--- src/rtl/booth_arbiter_pkg.sv ---
// Shared definitions for the two-requester Booth multiplier: the default
// operand width and the controller state encoding.
package booth_arbiter_pkg;

  localparam int DEFAULT_WIDTH = 8;

  typedef enum logic [1:0] {
    IDLE = 2'd0,
    RUN  = 2'd1,
    RESP = 2'd2
  } state_t;

endpackage

--- src/rtl/booth_arbiter_if.sv ---
// Request/response bundle between the two requesters, the consumer and the
// arbitrated Booth multiplier.
interface booth_arbiter_if
  import booth_arbiter_pkg::*;
#(
  parameter int WIDTH = DEFAULT_WIDTH
);

  logic                 req0_valid;
  logic                 req0_ready;
  logic [WIDTH-1:0]     req0_a;
  logic [WIDTH-1:0]     req0_b;
  logic                 req1_valid;
  logic                 req1_ready;
  logic [WIDTH-1:0]     req1_a;
  logic [WIDTH-1:0]     req1_b;
  logic                 rsp_valid;
  logic                 rsp_ready;
  logic                 rsp_id;
  logic [2*WIDTH-1:0]   rsp_product;
  logic                 busy;

  modport slave (
    input  req0_valid, req0_a, req0_b,
    input  req1_valid, req1_a, req1_b,
    input  rsp_ready,
    output req0_ready, req1_ready,
    output rsp_valid, rsp_id, rsp_product, busy
  );

  modport master (
    output req0_valid, req0_a, req0_b,
    output req1_valid, req1_a, req1_b,
    output rsp_ready,
    input  req0_ready, req1_ready,
    input  rsp_valid, rsp_id, rsp_product, busy
  );

endinterface

--- src/rtl/booth_step.sv ---
// One radix-2 Booth iteration: conditional add/subtract of the multiplicand
// into the upper half, then arithmetic shift right of {upper, b, extra}.
module booth_step
  import booth_arbiter_pkg::*;
#(
  parameter int WIDTH = DEFAULT_WIDTH
) (
  input  logic [WIDTH:0]   upper,
  input  logic [WIDTH-1:0] b,
  input  logic             extra,
  input  logic [WIDTH-1:0] a,
  output logic [WIDTH:0]   upper_next,
  output logic [WIDTH-1:0] b_next,
  output logic             extra_next
);

  logic [WIDTH:0] a_ext;
  logic [WIDTH:0] sum;

  // The upper half carries one guard bit so that subtracting the most
  // negative multiplicand cannot wrap.
  always_comb begin
    a_ext = {a[WIDTH-1], a};
    sum   = upper;
    case ({b[0], extra})
      2'b01:   sum = upper + a_ext;
      2'b10:   sum = upper - a_ext;
      default: sum = upper;
    endcase
    upper_next = {sum[WIDTH], sum[WIDTH:1]};
    b_next     = {sum[0], b[WIDTH-1:1]};
    extra_next = b[0];
  end

endmodule

--- src/rtl/booth_arbiter.sv ---
// Two-requester front end that arbitrates with a rotating priority pointer and
// runs one sequential radix-2 Booth multiplication at a time.
module booth_arbiter
  import booth_arbiter_pkg::*;
#(
  parameter int WIDTH = DEFAULT_WIDTH
) (
  input  logic             clk,
  input  logic             rst_n,
  booth_arbiter_if.slave   bus
);

  localparam int CNT_W = (WIDTH > 1) ? $clog2(WIDTH) : 1;
  localparam logic [CNT_W-1:0] LAST_STEP = CNT_W'(WIDTH - 1);

  state_t             state_q, state_d;
  logic               prio_q, prio_d;
  logic               id_q, id_d;
  logic [WIDTH-1:0]   a_q, a_d;
  logic [WIDTH-1:0]   b_q, b_d;
  logic [WIDTH:0]     upper_q, upper_d;
  logic               extra_q, extra_d;
  logic [CNT_W-1:0]   cnt_q, cnt_d;

  logic               grant_valid;
  logic               grant_id;
  logic               ready0;
  logic               ready1;
  logic [WIDTH:0]     step_upper;
  logic [WIDTH-1:0]   step_b;
  logic               step_extra;

  booth_step #(.WIDTH(WIDTH)) u_step (
    .upper      (upper_q),
    .b          (b_q),
    .extra      (extra_q),
    .a          (a_q),
    .upper_next (step_upper),
    .b_next     (step_b),
    .extra_next (step_extra)
  );

  assign grant_valid = bus.req0_valid | bus.req1_valid;
  assign grant_id    = (bus.req0_valid & bus.req1_valid) ? prio_q : bus.req1_valid;

  always_comb begin
    state_d = state_q;
    prio_d  = prio_q;
    id_d    = id_q;
    a_d     = a_q;
    b_d     = b_q;
    upper_d = upper_q;
    extra_d = extra_q;
    cnt_d   = cnt_q;
    ready0  = 1'b0;
    ready1  = 1'b0;
    case (state_q)
      IDLE: begin
        // rst_n gating keeps both readies low for the whole reset pulse.
        ready0 = rst_n & grant_valid & ~grant_id;
        ready1 = rst_n & grant_valid & grant_id;
        if (rst_n && grant_valid) begin
          state_d = RUN;
          id_d    = grant_id;
          a_d     = grant_id ? bus.req1_a : bus.req0_a;
          b_d     = grant_id ? bus.req1_b : bus.req0_b;
          upper_d = '0;
          extra_d = 1'b0;
          cnt_d   = '0;
        end
      end
      RUN: begin
        upper_d = step_upper;
        b_d     = step_b;
        extra_d = step_extra;
        cnt_d   = cnt_q + CNT_W'(1);
        if (cnt_q == LAST_STEP) begin
          state_d = RESP;
        end
      end
      RESP: begin
        if (bus.rsp_ready) begin
          state_d = IDLE;
          prio_d  = ~id_q;
        end
      end
      default: state_d = IDLE;
    endcase
  end

  always_ff @(posedge clk or negedge rst_n) begin
    if (!rst_n) begin
      state_q <= IDLE;
      prio_q  <= 1'b0;
      id_q    <= 1'b0;
      a_q     <= '0;
      b_q     <= '0;
      upper_q <= '0;
      extra_q <= 1'b0;
      cnt_q   <= '0;
    end else begin
      state_q <= state_d;
      prio_q  <= prio_d;
      id_q    <= id_d;
      a_q     <= a_d;
      b_q     <= b_d;
      upper_q <= upper_d;
      extra_q <= extra_d;
      cnt_q   <= cnt_d;
    end
  end

  // The guard bit is dropped: every signed WIDTH x WIDTH product fits in 2*WIDTH bits.
  assign bus.req0_ready  = ready0;
  assign bus.req1_ready  = ready1;
  assign bus.rsp_valid   = (state_q == RESP);
  assign bus.rsp_id      = id_q;
  assign bus.rsp_product = {upper_q[WIDTH-1:0], b_q};
  assign bus.busy        = (state_q != IDLE);

endmodule

--- src/flat_wrapper.sv ---
// flat-port wrapper written by rule: the top's interface ports become plain ports
module booth_arbiter_flat import booth_arbiter_pkg::*;
#(
  parameter int WIDTH = DEFAULT_WIDTH
)
  (clk, rst_n, bus_req0_valid, bus_req0_a, bus_req0_b, bus_req1_valid, bus_req1_a, bus_req1_b, bus_rsp_ready, bus_req0_ready, bus_req1_ready, bus_rsp_valid, bus_rsp_id, bus_rsp_product, bus_busy);
  booth_arbiter_if #(.WIDTH(WIDTH)) bus_i ();
  input  logic clk;
  input  logic rst_n;
  input wire logic [$bits(bus_i.req0_valid)-1:0] bus_req0_valid;
  input wire logic [$bits(bus_i.req0_a)-1:0] bus_req0_a;
  input wire logic [$bits(bus_i.req0_b)-1:0] bus_req0_b;
  input wire logic [$bits(bus_i.req1_valid)-1:0] bus_req1_valid;
  input wire logic [$bits(bus_i.req1_a)-1:0] bus_req1_a;
  input wire logic [$bits(bus_i.req1_b)-1:0] bus_req1_b;
  input wire logic [$bits(bus_i.rsp_ready)-1:0] bus_rsp_ready;
  output wire logic [$bits(bus_i.req0_ready)-1:0] bus_req0_ready;
  output wire logic [$bits(bus_i.req1_ready)-1:0] bus_req1_ready;
  output wire logic [$bits(bus_i.rsp_valid)-1:0] bus_rsp_valid;
  output wire logic [$bits(bus_i.rsp_id)-1:0] bus_rsp_id;
  output wire logic [$bits(bus_i.rsp_product)-1:0] bus_rsp_product;
  output wire logic [$bits(bus_i.busy)-1:0] bus_busy;
  assign bus_i.req0_valid = bus_req0_valid;
  assign bus_i.req0_a = bus_req0_a;
  assign bus_i.req0_b = bus_req0_b;
  assign bus_i.req1_valid = bus_req1_valid;
  assign bus_i.req1_a = bus_req1_a;
  assign bus_i.req1_b = bus_req1_b;
  assign bus_i.rsp_ready = bus_rsp_ready;
  assign bus_req0_ready = bus_i.req0_ready;
  assign bus_req1_ready = bus_i.req1_ready;
  assign bus_rsp_valid = bus_i.rsp_valid;
  assign bus_rsp_id = bus_i.rsp_id;
  assign bus_rsp_product = bus_i.rsp_product;
  assign bus_busy = bus_i.busy;
  booth_arbiter #(.WIDTH(WIDTH)) u_core (.clk(clk), .rst_n(rst_n), .bus(bus_i));
endmodule
--- config.mk ---
export PLATFORM = sky130hd
export DESIGN_NAME = booth_arbiter_flat
export DESIGN_NICKNAME = d
export VERILOG_FILES = /design/src/rtl/booth_arbiter_pkg.sv /design/src/rtl/booth_arbiter_if.sv /design/src/rtl/booth_step.sv /design/src/rtl/booth_arbiter.sv /design/src/flat_wrapper.sv
export SDC_FILE = /design/constraint.sdc
export NUM_CORES = 1
export LEC_CHECK = 0
export CAP_MARGIN = 25
export CORE_MARGIN = 2
export CORE_UTILIZATION = 30
export CTS_CLUSTER_DIAMETER = 200
export DETAILED_ROUTE_END_ITERATION = 16
export PLACE_DENSITY = 0.56
export RECOVER_POWER = 100
export SLEW_MARGIN = 40
export SYNTH_ARGS = -nofsm -noshare
export SYNTH_HDL_FRONTEND = slang
export SYNTH_SLANG_ARGS = --single-unit
--- constraint.sdc ---
create_clock -name clk -period 3.45 [get_ports clk]
set_input_delay 1.035 -clock clk [delete_from_list [all_inputs] [get_ports clk]]
set_output_delay 1.035 -clock clk [all_outputs]
set_load 0.01 [all_outputs]
; ---- Word-level counts from Yosys, hierarchy flattened
; Cells that the tools add are included.
[word_totals]
output_inout_bits = 21
elab_cells = 52
reg_bits = 33
input_bits = 37
[classes]
reduce_logical = 8
addsub = 3
n_mux = 18
n_eq_ne = 8
bitwise_logic = 7
[ops]
columns = cell, count
row1 = one-hot mux 9 bit (2 select lines), 2
row2 = two-way mux 8 bit, 3
row3 = one-hot mux 8 bit (2 select lines), 1
row4 = adder 9 bit, 1
row5 = two-way mux 9 bit, 1
row6 = subtractor 9 bit, 1
row7 = two-way mux 2 bit, 3
row8 = one-hot mux 2 bit (3 select lines), 1
row9 = one-hot mux 3 bit (2 select lines), 1
row10 = AND reduction 2 bit, 3
row11 = bitwise AND 1 bit, 4
row12 = == test 2 x 1 -> 1 bit (second input constant), 2
row13 = == test 2 bit (second input constant), 2
row14 = two-way mux 1 bit, 4
row15 = != test 2 x 1 -> 1 bit (second input constant), 2
row16 = nonzero test 2 bit, 2
row17 = adder 3 x 1 -> 3 bit (second input constant), 1
row18 = == test 3 bit (second input constant), 1
row19 = two-way mux 3 bit, 1
row20 = AND reduction 3 bit, 1
row21 = zero test 2 bit, 1
row22 = != test 2 bit (second input constant), 1
row23 = NOT 1 bit, 2
row24 = one-hot mux 1 bit (2 select lines), 1
row25 = other kinds (2), 2

; ---- Depth between registers and ports, before layout
; Gate-level depths: netlist of run 1.
[depth]
depth_word = 5
depth_mapped = 12
ltp_nobuf = 11

; ---- By module
; A second synthesis of run 1 with hierarchy kept.
[hier_totals]
hier_cells = 273
area_unflattened_um2 = 2700.1
[modules_own_cells]
columns = module, n_inst, area_each_um2, seq_area_each_um2, cells_per_inst
row1 = booth_arbiter, 1, 1950.6, 825.8, 169
row2 = booth_step, 1, 749.5, 0.0, 104

; ---- Worst setup path after synthesis of run 1
; OpenSTA, ideal clock, no wires.
[synth_path]
path_type = input port to output port
start = input bus_req0_valid
end = output bus_req1_ready
setup_slack_ns = 0.820
required_time_ns = 2.415
stages = 4
path_buffers = 1
t_arrival_ns = 1.595
path_cell_list = inv_1 o21ai_1 buf_4 nor2_1
[synth_between]
elab_chain_cells = 4
elab_cells_between_ends = 6
classes_between = mux (2) / bitwise (4)
[synth_rtl]
columns = element, line
row1 = "start, declared", flat_wrapper.sv:10  ; input wire logic [$bits(bus_i.req0_valid)-1:0] bus_req0_valid;
row2 = OR 1 bit or bitwise AND 1 bit (tied branches), "booth_arbiter.sv:43, booth_arbiter.sv:44"
row3 = bitwise AND 1 bit or two-way mux 1 bit (tied branches), "booth_arbiter.sv:61, booth_arbiter.sv:44"
row4 = bitwise AND 1 bit *, booth_arbiter.sv:61  ; ready1 = rst_n & grant_valid & grant_id;
row5 = two-way mux 1 bit *, booth_arbiter.sv:57  ; case (state_q)
row6 = "end, declared", flat_wrapper.sv:18  ; output wire logic [$bits(bus_i.req1_ready)-1:0] bus_req1_ready;
; Mark *: on every way between the ends. The rest lies on a longest branch, timed or not.

; ---- Final worst setup path of run 1
[layout_path]
start = input rst_n
end = output bus_req0_ready
[layout_between]
elab_chain_cells = 3
[layout_rtl]
columns = element, line
row1 = "start, declared", flat_wrapper.sv:9  ; input logic rst_n;
row2 = bitwise AND 1 bit (2 in series), booth_arbiter.sv:60  ; ready0 = rst_n & grant_valid & ~grant_id;
row3 = two-way mux 1 bit, booth_arbiter.sv:57
row4 = "end, declared", flat_wrapper.sv:17  ; output wire logic [$bits(bus_i.req0_ready)-1:0] bus_req0_ready;
; Every way passes these cells.

==> results list, run 1 <==
- # rows: 30
- Multiplexer share of the synthesized area: 4.936%
- Worst slew margin relative to its limit: 44.85%
- Data on the critical path is required at its endpoint by 2.41 ns.
- Power per cell area: 1093 nW/um^2
- The synthesized netlist devotes 8.288% of its cell area to adder and majority cells.
- The final max-slew violation count came to 0.
* Buffers added on ports: 57
- Data on the critical path arrives at its endpoint at 2.28 ns.
- Number of instances in the synthesized netlist: 218
- Endpoint type of the worst setup path: output port
* Dominant combinational cell family by area after synthesis: compound AO/OA/AOI/OAI gates
* Antenna violations before repair: 0
* Pre-Repair DR Iteration Count: 4
- Clock slew at the register clock pins of the worst setup and hold paths: 0.07 ns
* Maximum vdd ir drop: 0.2952 mV
* Overflow after GRT: 0
- Run status: completed
- Floorplan die area: 7522 um^2
* Final routed DRC violation total: 0
- Filler instances: 657
* Critical path peak fanout: 2
- Met2 WL: 2.294 mm
* Area after detailed placement: 2681 um^2
* Worst setup timing slack at the placement stage: -0.1378 ns
- The repair_antennas step left the layout with diodes totalling 0.
- In this run the top signal layer used is met4.
* Synth Area in XOR/XNOR: 4.266%
- Sum Neg Setup Slack: 0 ns
- The count of endpoints failing hold in the final timing report is 0.
- At the end of routability-driven placement, the weighted congestion stood at 0.7716.
* Drt total wl: 4.833 mm
- Relative to the synthesized area, the layout overhead comes to 35.59%.
- Wire length of the first global-routing pass: 8.004 mm
- The clock passes through at most 2 buffers.
- From bottom edge to top edge, the die measures 86.73 um.
- Post-Synth Simple-Gate Area: 12.43%
* YS warnings: 0
- Across the run, the number of max-cap violations was 0.
* Min setup slack post-route: 0.1388 ns
- Actual slew at the worst max-slew pin: 0.8255 ns
* Number of DRC markers after the initial detailed-route iteration: 88
- Sequential cells were found to cover 39.00% of the synthesized design area.
- Across all layers, the routed design uses 1778 vias.
* Wirelength per Cell: 13.58 um
* DRT antenna net count: 0
- TritonCTS Buffers: 5
* Async SR Flop Fraction: 100.0%
* Primary FF master, synth: dfrtp_1
* Largest net degree at the start of global routing: 35
* Worst skew pair latency: 0.28 ns
- I/O pin count: 58
* Final non-filler cell area: 2784 um^2
* Average cell area after synthesis: 9.418 um^2
- Max Freq: 302.0 MHz
- The initial utilization of the core area, before any placement, comes to 30.56%.
- The H-tree was split into 2 levels.
- The synthesized netlist contains 42 unique library cells.
* DP Wirelength: 3.684 mm
* Category of the critical setup timing path: in2out
- Subtracting the final worst setup slack from the clock period gives 3.311 ns.
- Synth Net Count: 268
- For this block, wires on met1 add up to 2.334 mm.
* Yosys reg bits: 32
- Hold WC Path Type: reg2reg
- In this run the horizontal extent of the chip is 86.73 um.
- Leakage Power: 0.001227 uW
* Routed wl met3: 139 um
* Unrepaired setup endpoints after global routing: false
* Complex-gate fraction of the synthesized area: 25.53%
- The total area inside the core boundary comes to 6719 um^2.
* Worst Clk Skew: 0.004447 ns
* Layout cells sized above 1: 6.159%
* Share of the clock period used by the worst path after layout: 95.98%
- The root buffer cell chosen for the clock tree is clkbuf_8.
- Area of the mapped netlist: 2053 um^2
- Counting every sink on the clock net gives 32.
- In the global route stage, overall resource usage came out at 13.50%.
* Number of vias per cell: 4.994
* Via count of the first global-routing pass: 1662
* Crit path launch type: primary input
- Setup violations remaining at the end of the flow were counted as 0.
- After clock tree synthesis, the setup repair step added 0 buffers.
- At the end of the flow, the number of nets in the layout was 325.
- TritonCTS built the clock tree.
* Post-synth EDFFs: 0
## flip-flops by register name, indices dropped and copies added (netlist names)
| name | cells |
|---|---|
| u_core.state_q | 2 |
| u_core.a_q | 8 |
| u_core.b_q | 8 |
| u_core.cnt_q | 3 |
| u_core.prio_q | 1 |
| u_core.upper_q | 8 |
| u_core.extra_q | 1 |
| u_core.bus.rsp_id | 1 |
## per-stage QoR
stage	hold WS [ns]	utilization, %	power [uW]	cells
final	0.5046	41.43	3042	356
after global routing	0.5362	41.43	3370	356
after CTS	0.5122	41.49	3125	356
after detailed placement	0.4898	39.91	2761	348
after global placement	0.4876	39.91	2738	348
after floorplan	0.4639	-	2234	218
## repair_timing
action	CTS	global route
hold buffers	0	0
endpoints found under the setup margin	1	1
resized for setup	1	2
## logic make-up (layout without fill, tap and decap cells)
group	Yosys count	count (layout)
and+or+nand+nor	49	49
DFF	32	32
AOI/OAI and AO/OA	82	82
buffers and inverters	22	80
xor gates and xnor gates	10	10
muxes	10	10
adders and majority gates	13	13
## final timing paths
path                       slack, ns  depth (start not counted)                        from                             to
hold reg to reg                 0.50                          1  u_core.extra_q$_DFFE_PN0P_     u_core.extra_q$_DFFE_PN0P_
hold / removal                  0.50                          1  u_core.extra_q$_DFFE_PN0P_     u_core.extra_q$_DFFE_PN0P_
setup reg to reg                0.72                          9   u_core.b_q[0]$_DFFE_PN0P_  u_core.upper_q[7]$_DFFE_PN0P_
setup / recovery                0.14                          4                       rst_n                 bus_req0_ready
min in group asynchronous       1.26                          2                       rst_n      u_core.a_q[7]$_DFFE_PN0P_
max in group asynchronous       1.88                          2                       rst_n  u_core.upper_q[7]$_DFFE_PN0P_
## per-layer routing
layer | GRT usage, % | up-vias
met1 | 19.35 | 829
met5 | 0 | -
met3 | 2.571 | 7
met4 | 4.261 | 0
met2 | 20.56 | 28
li1 | - | 914
## Yosys cell counts, types with 3 or more instances
cell       n  area share (%)
nor2b_1    4             1.2
clkbuf_1   4            0.73
a21oi_1   10             2.4
mux2i_1    9             4.4
a22oi_1   14             5.1
nand2_1   19             3.5
o21ai_0   30             7.3
xnor2_1    9             3.8
a22o_1     5             2.1
dfrtp_1   32              39
nor2_1    11             2.0
o211ai_1   3             1.1
buf_4      4             1.5
o21ai_1    3            0.73
nor3_1     4            0.98
a31oi_1    3            0.91
inv_1     11             2.0
ha_1      12             7.3
## area by class of cell
| type | instances | area [um^2] | area share, % |
|---|---|---|---|
| clock buffer | 6 | 72.57 | 2.607 |
| clock inverter | 2 | 35.03 | 1.258 |
| inverter | 11 | 41.29 | 1.483 |
| multi-input combinational | 164 | 1136 | 40.81 |
| sequential | 32 | 800.8 | 28.76 |
| tap | 80 | 100.1 | 3.596 |
| timing repair buffer | 61 | 598.1 | 21.48 |
## critical path: stages
cell	delay, ns
clkdlybuf4s50_1	0.53
nand2_1	0.11
a211oi_2	0.29
dlygate4sd2_1	0.31
## where the power goes
group	internal, uW	switching (uW)
combinational	937	973
clock	214	144
sequential	565	207
## layout by cell type (no fill, tap or decap), drive strengths merged, types with 2 or more instances in the layout
| cell | instances |
|---|---|
| a211oi | 3 |
| a21o | 2 |
| a21oi | 10 |
| a22o | 5 |
| a22oi | 14 |
| a31oi | 3 |
| a32oi | 2 |
| buf | 3 |
| clkbuf | 7 |
| clkdlybuf4s50 | 35 |
| dfrtp | 32 |
| dlygate4sd3 | 20 |
| ha | 12 |
| inv | 11 |
| mux2i | 9 |
| nand2 | 19 |
| nand2b | 4 |
| nor2 | 12 |
| nor2b | 5 |
| nor3 | 4 |
| nor3b | 2 |
| o211ai | 3 |
| o21a | 2 |
| o21ai | 33 |
| o31a | 2 |
| xnor2 | 9 |
No activity file was read; power rests on OpenSTA's default activity.
==> run 2, diff against run 1 <==
SLEW_MARGIN = not set   (was 40)
==> results of run 2 <==
Same layout as run 1: the final DEF is identical, and so are final timing and power.
